<file path="src/rtl/fetch_unit.sv">
// -----------------------------------------------------------------------------
// fetch_unit -- RV32I instruction fetch stage.
//
// Holds the program counter and issues word fetches to instruction memory.
// Each granted request gets a slot in a small circular reservation queue.
// Returned words land in those slots in request order. The head slot is
// presented to decode. A redirect from execute squashes everything in flight.
//
// Ports
//   i_clk, i_rst_n   clock, synchronous active-low reset
//   o_imem_req       fetch request (combinational: credit, redirect, stall)
//   o_imem_addr      word-aligned fetch address (the PC register)
//   i_imem_gnt       memory accepted the request this cycle
//   i_imem_rvalid    response word valid; in request order, >=1 cycle later
//   i_imem_rdata     response instruction word
//   i_redirect       taken branch/jump from execute
//   i_redirect_pc    new fetch address; low two bits are dropped
//   i_id_stall       decode cannot accept this cycle
//   o_id_valid       o_id_instr/o_id_pc/o_id_pc_plus4 valid
//   o_id_instr       instruction at queue head
//   o_id_pc          PC of o_id_instr
//   o_id_pc_plus4    o_id_pc + 4, wrapping at 2^32
//   o_dbg_drop_cnt   responses still owed for squashed requests
//
// Handshakes:
//   - imem: a request transfers on a cycle where o_imem_req & i_imem_gnt.
//     o_imem_addr is held while o_imem_req stays high and no grant arrives.
//   - decode: a word transfers on a cycle where o_id_valid & ~i_id_stall.
//     While o_id_valid & i_id_stall, all o_id_* outputs hold.
// -----------------------------------------------------------------------------
module fetch_unit #(
  parameter logic [31:0] RESET_PC = 32'h0000_0000,
  parameter int unsigned DEPTH    = 2
) (
  input  logic                       i_clk,
  input  logic                       i_rst_n,
  output logic                       o_imem_req,
  output logic [31:0]                o_imem_addr,
  input  logic                       i_imem_gnt,
  input  logic                       i_imem_rvalid,
  input  logic [31:0]                i_imem_rdata,
  input  logic                       i_redirect,
  input  logic [31:0]                i_redirect_pc,
  input  logic                       i_id_stall,
  output logic                       o_id_valid,
  output logic [31:0]                o_id_instr,
  output logic [31:0]                o_id_pc,
  output logic [31:0]                o_id_pc_plus4,
  output logic [$clog2(DEPTH+1)-1:0] o_dbg_drop_cnt
);

  localparam int PW = (DEPTH > 1) ? $clog2(DEPTH) : 1;
  localparam int CW = $clog2(DEPTH + 1);

  logic [31:0]      r_pc;
  logic [31:0]      r_slot_pc    [DEPTH];
  logic [31:0]      r_slot_instr [DEPTH];
  logic [DEPTH-1:0] r_filled;
  logic [PW-1:0]    r_head;
  logic [PW-1:0]    r_tail;
  logic [PW-1:0]    r_fill_ptr;  // oldest allocated, unfilled slot
  logic [CW-1:0]    r_alloc;     // allocated slots
  logic [CW-1:0]    r_pend;      // allocated slots still waiting for a word
  logic [CW-1:0]    r_drop;      // responses owed to squashed requests

  logic             w_head_ok;
  logic             w_pop;
  logic             w_grant;
  logic             w_rsp_fill;
  logic             w_rsp_drop;
  logic [CW:0]      w_credit;
  logic             w_unused;

  function automatic logic [PW-1:0] ptr_inc(input logic [PW-1:0] p);
    if (p == PW'(DEPTH - 1)) return '0;
    return p + PW'(1);
  endfunction

  assign w_unused = ^i_redirect_pc[1:0];

  assign w_head_ok  = (r_alloc != '0) & r_filled[r_head];
  assign o_id_valid = i_rst_n & w_head_ok & ~i_redirect;
  assign w_pop      = o_id_valid & ~i_id_stall;

  // Every issued request must have somewhere to land: a free slot, or a
  // slot freed by this cycle's pop. Squashed-but-owed responses also hold
  // credit until they drain, so a returning word never overflows the queue.
  assign w_credit   = (CW+1)'(r_alloc) + (CW+1)'(r_drop) - (CW+1)'(w_pop);
  assign o_imem_req = i_rst_n & ~i_redirect & (w_credit < (CW+1)'(DEPTH));
  assign o_imem_addr = r_pc;
  assign w_grant    = o_imem_req & i_imem_gnt;

  assign w_rsp_drop = i_imem_rvalid & (r_drop != '0);
  assign w_rsp_fill = i_imem_rvalid & (r_drop == '0);

  assign o_id_instr    = i_rst_n ? r_slot_instr[r_head] : 32'd0;
  assign o_id_pc       = i_rst_n ? r_slot_pc[r_head] : 32'd0;
  assign o_id_pc_plus4 = i_rst_n ? (r_slot_pc[r_head] + 32'd4) : 32'd0;
  assign o_dbg_drop_cnt = r_drop;

  always_ff @(posedge i_clk) begin
    if (!i_rst_n) begin
      r_pc       <= RESET_PC;
      r_head     <= '0;
      r_tail     <= '0;
      r_fill_ptr <= '0;
      r_alloc    <= '0;
      r_pend     <= '0;
      r_drop     <= '0;
      r_filled   <= '0;
      for (int i = 0; i < int'(DEPTH); i++) begin
        r_slot_pc[i]    <= '0;
        r_slot_instr[i] <= '0;
      end
    end else if (i_redirect) begin
      // Redirect overrides pop, grant and fill. Unfilled slots turn into
      // owed responses; a word arriving this very cycle is already gone.
      r_pc       <= {i_redirect_pc[31:2], 2'b00};
      r_head     <= r_tail;
      r_fill_ptr <= r_tail;
      r_alloc    <= '0;
      r_pend     <= '0;
      r_filled   <= '0;
      r_drop     <= r_drop + r_pend - CW'(i_imem_rvalid);
    end else begin
      if (w_pop) begin
        r_filled[r_head] <= 1'b0;
        r_head           <= ptr_inc(r_head);
      end
      if (w_grant) begin
        r_slot_pc[r_tail] <= r_pc;
        r_filled[r_tail]  <= 1'b0;
        r_tail            <= ptr_inc(r_tail);
        r_pc              <= r_pc + 32'd4;
      end
      // The fill slot is never the tail (not yet allocated) nor a popped
      // head (already filled), so these writes never collide.
      if (w_rsp_fill) begin
        r_slot_instr[r_fill_ptr] <= i_imem_rdata;
        r_filled[r_fill_ptr]     <= 1'b1;
        r_fill_ptr               <= ptr_inc(r_fill_ptr);
      end
      if (w_rsp_drop) r_drop <= r_drop - CW'(1);
      r_alloc <= r_alloc + CW'(w_grant) - CW'(w_pop);
      r_pend  <= r_pend + CW'(w_grant) - CW'(w_rsp_fill);
    end
  end

endmodule
</file>
<file path="config.mk">
export PLATFORM = sky130hd
export DESIGN_NAME = fetch_unit
export DESIGN_NICKNAME = d
export VERILOG_FILES = /design/src/rtl/fetch_unit.sv
export SDC_FILE = /design/constraint.sdc
export NUM_CORES = 1
export LEC_CHECK = 0
export CORE_AREA = 5 5 141 143
export DETAILED_ROUTE_END_ITERATION = 8
export DIE_AREA = 0 0 146 148
export PLACE_DENSITY = 0.83
export RECOVER_POWER = 50
export SYNTH_ARGS = -nofsm -noshare
export SYNTH_HDL_FRONTEND = slang
export SYNTH_SLANG_ARGS = --single-unit
</file>
<file path="constraint.sdc">
create_clock -name i_clk -period 16.92 [get_ports i_clk]
set_clock_uncertainty 0.1 [all_clocks]
set_input_delay 2.538 -clock i_clk [delete_from_list [all_inputs] [get_ports i_clk]]
set_output_delay 2.538 -clock i_clk [all_outputs]
set_load 0.02 [all_outputs]
</file>
-- Yosys cells after proc, flatten, opt, wreduce, memory -nomap -nowiden
Memories as Yosys holds them, arrays and structs flattened. A register that Yosys moved wholly into a read port is not among the register bits.
Index checks and enable logic that the tools add are counted.
- order comparisons: 7
- multiplexer cells: 63
- bitwise logic cells: 17
- reductions and logical operators: 14
- add/subtract/negate cells: 14
- operator list (kind ; count):
    2-to-1 mux 32 bit ; 7
    adder 32 x 3 -> 32 bit, second input constant ; 2
    OR reduction 32 bit ; 2
    2-to-1 mux 1 bit ; 44
    2-to-1 mux 2 bit ; 9
    nonzero test 2 bit ; 6
    AND 1 bit ; 9
    < comparator 1 x 2 -> 1 bit, second input constant ; 3
    subtractor 2 x 1 -> 2 bit ; 3
    adder 2 x 1 -> 2 bit ; 2
    AND 2 bit ; 2
    NOT 2 bit ; 2
    adder 1 bit, second input constant ; 3
    adder 2 x 2 -> 3 bit ; 1
    demux 1 bit (select 1 bit) ; 3
    >= comparator 1 bit, second input constant ; 3
    logical AND 1 bit ; 3
    < comparator 3 x 2 -> 1 bit, second input constant ; 1
    NOT 1 bit ; 3
    subtractor 3 x 1 -> 3 bit ; 1
    adder 2 bit ; 1
    logical NOT 2 bit ; 1
    bitwise OR 2 bit ; 1
    AND reduction 2 bit ; 1
    2 further kinds ; 2
- output and inout port bits: 132
- memories kept: 2
- logic and storage cells: 126
- register bits: 43
- bits in writable memories: 128
- input bits: 70
- memories (name ; depth ; bits a word ; read ports ; clocked after Yosys merged registers in ; wr ports ; RTL line ; RTL):
    r_slot_instr ; 2 ; 32 ; 1 ; 1 ; 2 ; 57 ; logic [31:0] r_slot_instr [DEPTH];
    r_slot_pc ; 2 ; 32 ; 1 ; 1 ; 2 ; 56 ; logic [31:0] r_slot_pc [DEPTH];

-- Depth between registers and ports, before layout
Gate-level depths: netlist of run 1.
- word-level depth: 16
- mapped depth: 17
- gate-level depth less buffers: 15

-- Worst setup path before layout of run 1
No wires, ideal clock.
- path type: input to register
- from: input port i_redirect
- to: memory r_slot_pc[0][10] (enable)
- cell stages on the path: 11
- library setup time: 0.459 ns
- required time: 16.361 ns
- data arrival time: 7.187 ns
- slack: 9.174 ns
- buffers on the path: 1
- cells stage by stage: clkinv_1 > nand2_1 > nor4_1 > ha_1 > nand2b_1 > fa_1 > and3b_1 > and3_1 > clkinv_1 > clkbuf_1 > o21ai_0
- RTL lines (item ; RTL line ; RTL):
    from (decl) ; 42 ; input logic i_redirect,
    to (decl) ; 56 ;

-- Worst setup path after layout of run 1
- from: input port i_rst_n
- to: output port o_id_pc_plus4[9]
- cells in the longest elaborated chain, start to end: 1
- ends and longest elaborated chain (item ; RTL line ; RTL):
    from (decl) ; 36 ; input logic i_rst_n,
    2-to-1 mux 32 bit ; 98 ; assign o_id_pc_plus4 = i_rst_n ? (r_slot_pc[r_head] + 32'd4) : 32'd0;
    to (decl) ; 48 ; output logic [31:0] o_id_pc_plus4,
Every way passes these cells.

==> results.toml, run 1 <==
[timing]
report.final.slew_viol_count = 180
setup_repair_after_global_routing_missed_its_margin = "no"
timing.setup.tns_ns = 0
finalCritPeriodShare_pct = 63.95
slew_headroom_pct = -28.58
hold_viol_final = 0
achievable-frequency_mhz = 92.42
minimum_clock_period_ns = 10.82
max_slew.worst_pin.slew_ns = 1.929
final-setup-viol-count = 0

[clock_tree]
cts_tree = "built"
path_clk_slew_ns = 0.06
hold_buffers = 0
cts_repair_resize_count = 0
tritoncts_buffer_count = 17
clk_root_buffer_cell = "clkbuf_16"
htreeDepth = 4
clk-insertion-delay-late_ns = 0.42
cts_num_sinks = 166
post_cts_buffers = 0
buffers_from_clock_root_to_sink_at_most = 2

[logic_synthesis]
post_synth_num_cell_types = 75
synth_top_cells_by_area = "edfxtp_1 (41%), dfxtp_1 (9.3%), and2_1 (6.7%), mux2i_1 (6.3%), nor2_1 (4.6%)"
netlist_area_sq_um = 9020
yosys_warnings = 0
postSynthRegisterBits = 166
postSynthCellCount = 874
syn_avg_cell_area_sq_um = 10.32
synth.most_common_cell = "edfxtp_1"
ys_async_sr_fraction_pct = 0
synth.top_cells.by_count = "edfxtp_1 (124), nor2_1 (111), and2_1 (97), mux2i_1 (57), nand2_1 (49)"
netlist.top_cell.by_area = "edfxtp_1"
synth-edff-count = 124
sequential_share_of_the_synthesized_area_pct = 50.60
postSynth.topFlopCell = "edfxtp_1"
synth_largest_type_area_fraction_pct = 41.28

[cells_and_area]
post_route_cells_drive_above_1_share_pct = 6.238
area_growth_pct = 28.73
final_cell_area_sq_um = 11610
antenna-diode-count = 0
layout.nets = 1128
layout.core_utilization_pct = 62.92

[die]
io_pins = 202
placeableCoreArea_sq_um = 18460
dieHeight_microns = 148
die_x_microns = 146
floorplan.initialDensity_pct = 48.87
floorplan.die_area_sq_um = 21610
num_rows = 50

[grt]
grt_antenna_before_repair = 0
grt_pass1_vias = 7166
grt_start_max_net_pins = 69
gr-usage-all-layers_pct = 21.21
overflow = 0
grt_pass1_wl_microns = 37050

[critical_path]
cp.required_ns = 14.28
crit_family = "buffers and inverters"
critical_path.startpoint_type = "input port"
critical_path.endpoint_type = "primary output"
path_cells = "dlygate4sd3_1 > clkbuf_1 > clkinvlp_2 > buf_4 > nor4_1 > o21a_1 > clkdlybuf4s50_1"
worst_path_largest_cell_delay_ns = 1.83
timing.critical_path.arrival_ns = 8.18
setup.worst_path.class = "input port to primary output"
timing.critical_path.fanout_max = 68
worstPathBufferInverterCount = 5
critical-path-slowest-cell = "clkinvlp_2"

[run_status]
status = "complete, but fails checks"
violations = "capacitance limit, slew limit"

[route]
detail-route-antenna-nets = 0
avgViaCountPerCell = 5.619
remaining_drc_errors = 0
iter_0_drt_violations = 582
vias = 7260
first_pass_detailed_route_iteration_total = 7
wirelength_microns = 23250
routedWlPerCell_microns = 17.99

[place]
place.gp.congestion = 0.8472
detailed_place_hpwl_microns = 16190
port_buffers = 193
dpl-instance-area_sq_um = 11080

[hold_path]
worst_hold_path_type = "flop to flop"

[power]
leakage_uw = 0.004284
vdd.ir_drop.worst_uv = 59.89
pwr_density_cell_nw_per_um2 = 90.03

[job]
drv.max_cap_violation_count = 5
kinds of logic after synthesis:
kind of cell	share of synthesized area (%)
flops	50.60
fa+ha+maj	1.748
xor+xnor	3.107
mux	7.948
compound gates	8.379
simple gates	23.94
buf+inv	4.231
other cells	0.04157
path summary, 6_finish.rpt:
path          startpoint          endpoint  slack, ns  cells after the start
max              i_rst_n  o_id_pc_plus4[9]       6.10                      7
min          r_filled[1]       r_filled[1]       0.41                      1
max reg2reg       r_head         r_pend[1]      10.53                     16
min reg2reg  r_filled[1]       r_filled[1]       0.41                      1
metrics by stage:
step                      hold slack (ns)  power [uW]  setup slack [ns]  cells
after CTS                          0.4093        1054             7.569   1292
after global routing               0.4307        1085             5.735   1292
after floorplan                    0.3660       602.0             9.175    879
after global placement             0.3822       680.8             7.729   1261
final                              0.4073        1045             6.100   1292
after detailed placement           0.3947       685.7             7.607   1261
cells in the final DEF, fill, tap and decap left out, types with 29 or more instances in the layout:
master / Yosys / routed
mux2i_1: 57 / 57
and3_1: 30 / 30
clkdlybuf4s50_1: 0 / 153
and2_1: 97 / 56
dlygate4sd3_1: 0 / 40
dfxtp_1: 42 / 41
a21oi_1: 29 / 29
nand2_1: 49 / 49
and2_0: 0 / 41
nor2_1: 111 / 111
edfxtp_1: 124 / 124
state kept, by name, summed over array words and instances (netlist names), named ones only:
register / count
r_tail: 1
o_imem_addr: 30
r_filled: 2
r_slot_pc: 60
r_fill_ptr: 1
r_slot_instr: 64
r_alloc: 2
r_pend: 2
r_head: 1
o_dbg_drop_cnt: 2
per-layer routing:
| layer | GRT usage (%) | share of wire, % |
|---|---|---|
| met1 | 27.98 | 43 |
| met2 | 34.68 | 47 |
| met3 | 4.016 | 7.3 |
| met4 | 8.655 | 2.9 |
| met5 | 0 | 0 |
power by group:
| part | leakage [uW] | internal [uW] | switching [uW] |
|---|---|---|---|
| Clock | 0.000263 | 216 | 154 |
| Sequential | 0.00163 | 464 | 24.6 |
| Combinational | 0.00239 | 82.8 | 103 |
| Total | 0.00428 | 763 | 282 |
area by class of cell:
| class | instances | area (sq um) |
|---|---|---|
| repair buffers | 207 | 2011 |
| well taps | 234 | 292.8 |
| clock buffers | 19 | 432.9 |
| multi-input cells | 633 | 4096 |
| clock inverters | 12 | 130.1 |
| fillers | 1486 | 6844 |
| inverters | 21 | 80.08 |
| flip-flops and latches | 166 | 4568 |
Power figures use the tool's default switching activity.
==> run 2: changes to the inputs <==
- CORE_AREA: 5 5 141 143 -> 5 5 147 149
- DIE_AREA: 0 0 146 148 -> 0 0 152 154
- PLACE_DENSITY: 0.83 -> 0.81
- clock period: 16.92 -> 9 ns (I/O delays scaled with it)
==> results.toml, run 2 (synthesis results as in run 1) <==
[run_status]
status = "complete, but fails checks"
violations = "capacitance limit, slew limit"

[route]
first_pass_detailed_route_iteration_total = 5
wirelength_microns = 23630
routedWlPerCell_microns = 17.80
detail-route-antenna-nets = 0
avgViaCountPerCell = 5.424
remaining_drc_errors = 0
vias = 7203
iter_0_drt_violations = 495

[critical_path]
setup.worst_path.class = "input port to flop"
r2r_setup_slack_ns = 4.47
timing.critical_path.arrival_ns = 7.36
critical_path.startpoint_type = "input port"
cp.required_ns = 8.90
critical_path.endpoint_type = "flop"
timing.critical_path.fanout_max = 66

[cells_and_area]
max_flop_register = "r_slot_instr"
final.fill_count = 1718
antenna-diode-count = 0
layout.cells.most_common_list = "clkdlybuf4s50_1 (124), edfxtp_1 (124), nor2_1 (111)"
final_cell_area_sq_um = 11740
max_reg_flops = 64
area_growth_pct = 30.20
post_route_cells_drive_above_1_share_pct = 6.616
layout.core_utilization_pct = 58.60
layout.nets = 1127

[clock_tree]
cts_tree = "built"
tritoncts_buffer_count = 17
cts_repair_resize_count = 0
post_cts_buffers = 0
clk_root_buffer_cell = "clkbuf_16"
path_clk_slew_ns = 0.06
htreeDepth = 4
hold_buffers = 0
buffers_from_clock_root_to_sink_at_most = 2
cts_num_sinks = 166
clk-insertion-delay-late_ns = 0.42

[grt]
grt_antenna_before_repair = 0
grt_pass1_vias = 6998
gr-usage-all-layers_pct = 19.66
grt_pass1_wl_microns = 37360
grt_start_max_net_pins = 67
overflow = 0

[place]
place.gp.congestion = 0.8543
detailedPlace.worstSlack_ns = 2.078
detailed_place_hpwl_microns = 16590
port_buffers = 193
dpl-instance-area_sq_um = 11120

[die]
die_x_microns = 152
dieHeight_microns = 154
placeableCoreArea_sq_um = 20040
floorplan.die_area_sq_um = 23410
floorplan.initialDensity_pct = 45.01
io_pins = 202
num_rows = 52

[timing]
finalCritPeriodShare_pct = 82.84
timing.setup.tns_ns = 0
minimum_clock_period_ns = 7.456
slew_headroom_pct = -31.18
achievable-frequency_mhz = 134.1
report.final.slew_viol_count = 99
setup_slack_ns = 1.544
max_slew.worst_pin.slew_ns = 1.968
final-setup-viol-count = 0
hold_viol_final = 0
setup_repair_after_global_routing_missed_its_margin = "no"
final.hold.worst_slack_ns = 0.4001

[power]
leakage_uw = 0.004417
vdd.ir_drop.worst_uv = 124.9
pwr_density_cell_nw_per_um2 = 176.0

[hold_path]
worst_hold_path_type = "flop to flop"

[job]
drv.max_cap_violation_count = 4
[run 2: worst max-delay path: stages]
cell and delay, ns:
dlygate4sd3_1 0.63, buf_4 0.41, clkinvlp_2 1.27, buf_4 0.80, nor2_1 0.28, and3_1 0.95
nand2b_1 0.20, clkbuf_1 1.41
[run 2: layer usage]
| layer | track usage, % | share of wire (%) | vias to the layer above |
|---|---|---|---|
| li1 | - | - | 3491 |
| met1 | 26.06 | 43 | 3414 |
| met2 | 32.28 | 49 | 266 |
| met3 | 4.103 | 6.3 | 32 |
| met4 | 6.635 | 2.1 | 0 |
| met5 | 0 | 0 | - |
[run 2: final timing paths]
check                         to  depth (start not counted)        start
min                  r_filled[1]                          1  r_filled[1]
max reg2reg     r_slot_pc[0][21]                         12       r_head
min reg2reg          r_filled[1]                          1  r_filled[1]
max          r_slot_instr[1][23]                          8      i_rst_n
[run 2: power by group]
part / switching (uW) / internal [uW] / leakage [uW]
clock network: 296 / 504 / 0.000315
logic: 194 / 154 / 0.00247
registers: 46.4 / 873 / 0.00163
[run 2: layout make-up]
class                           count  area (sq um)  area share [%]
Clock buffer                       19         442.9           3.772
Clock inverter                     13         217.7           1.854
Inverter                           21         80.08          0.6819
Multi-Input combinational cell    633          4083           34.76
Sequential cell                   166          4564           38.87
Tap cell                          270         337.8           2.877
Timing Repair Buffer              206          2018           17.19
[run 2: metrics by stage]
stage                     total power, uW  std cells
after floorplan                      1132        879
after global placement               1281       1296
after detailed placement             1291       1296
after CTS                            2091       1328
after global routing                 2150       1328
final                                2067       1328
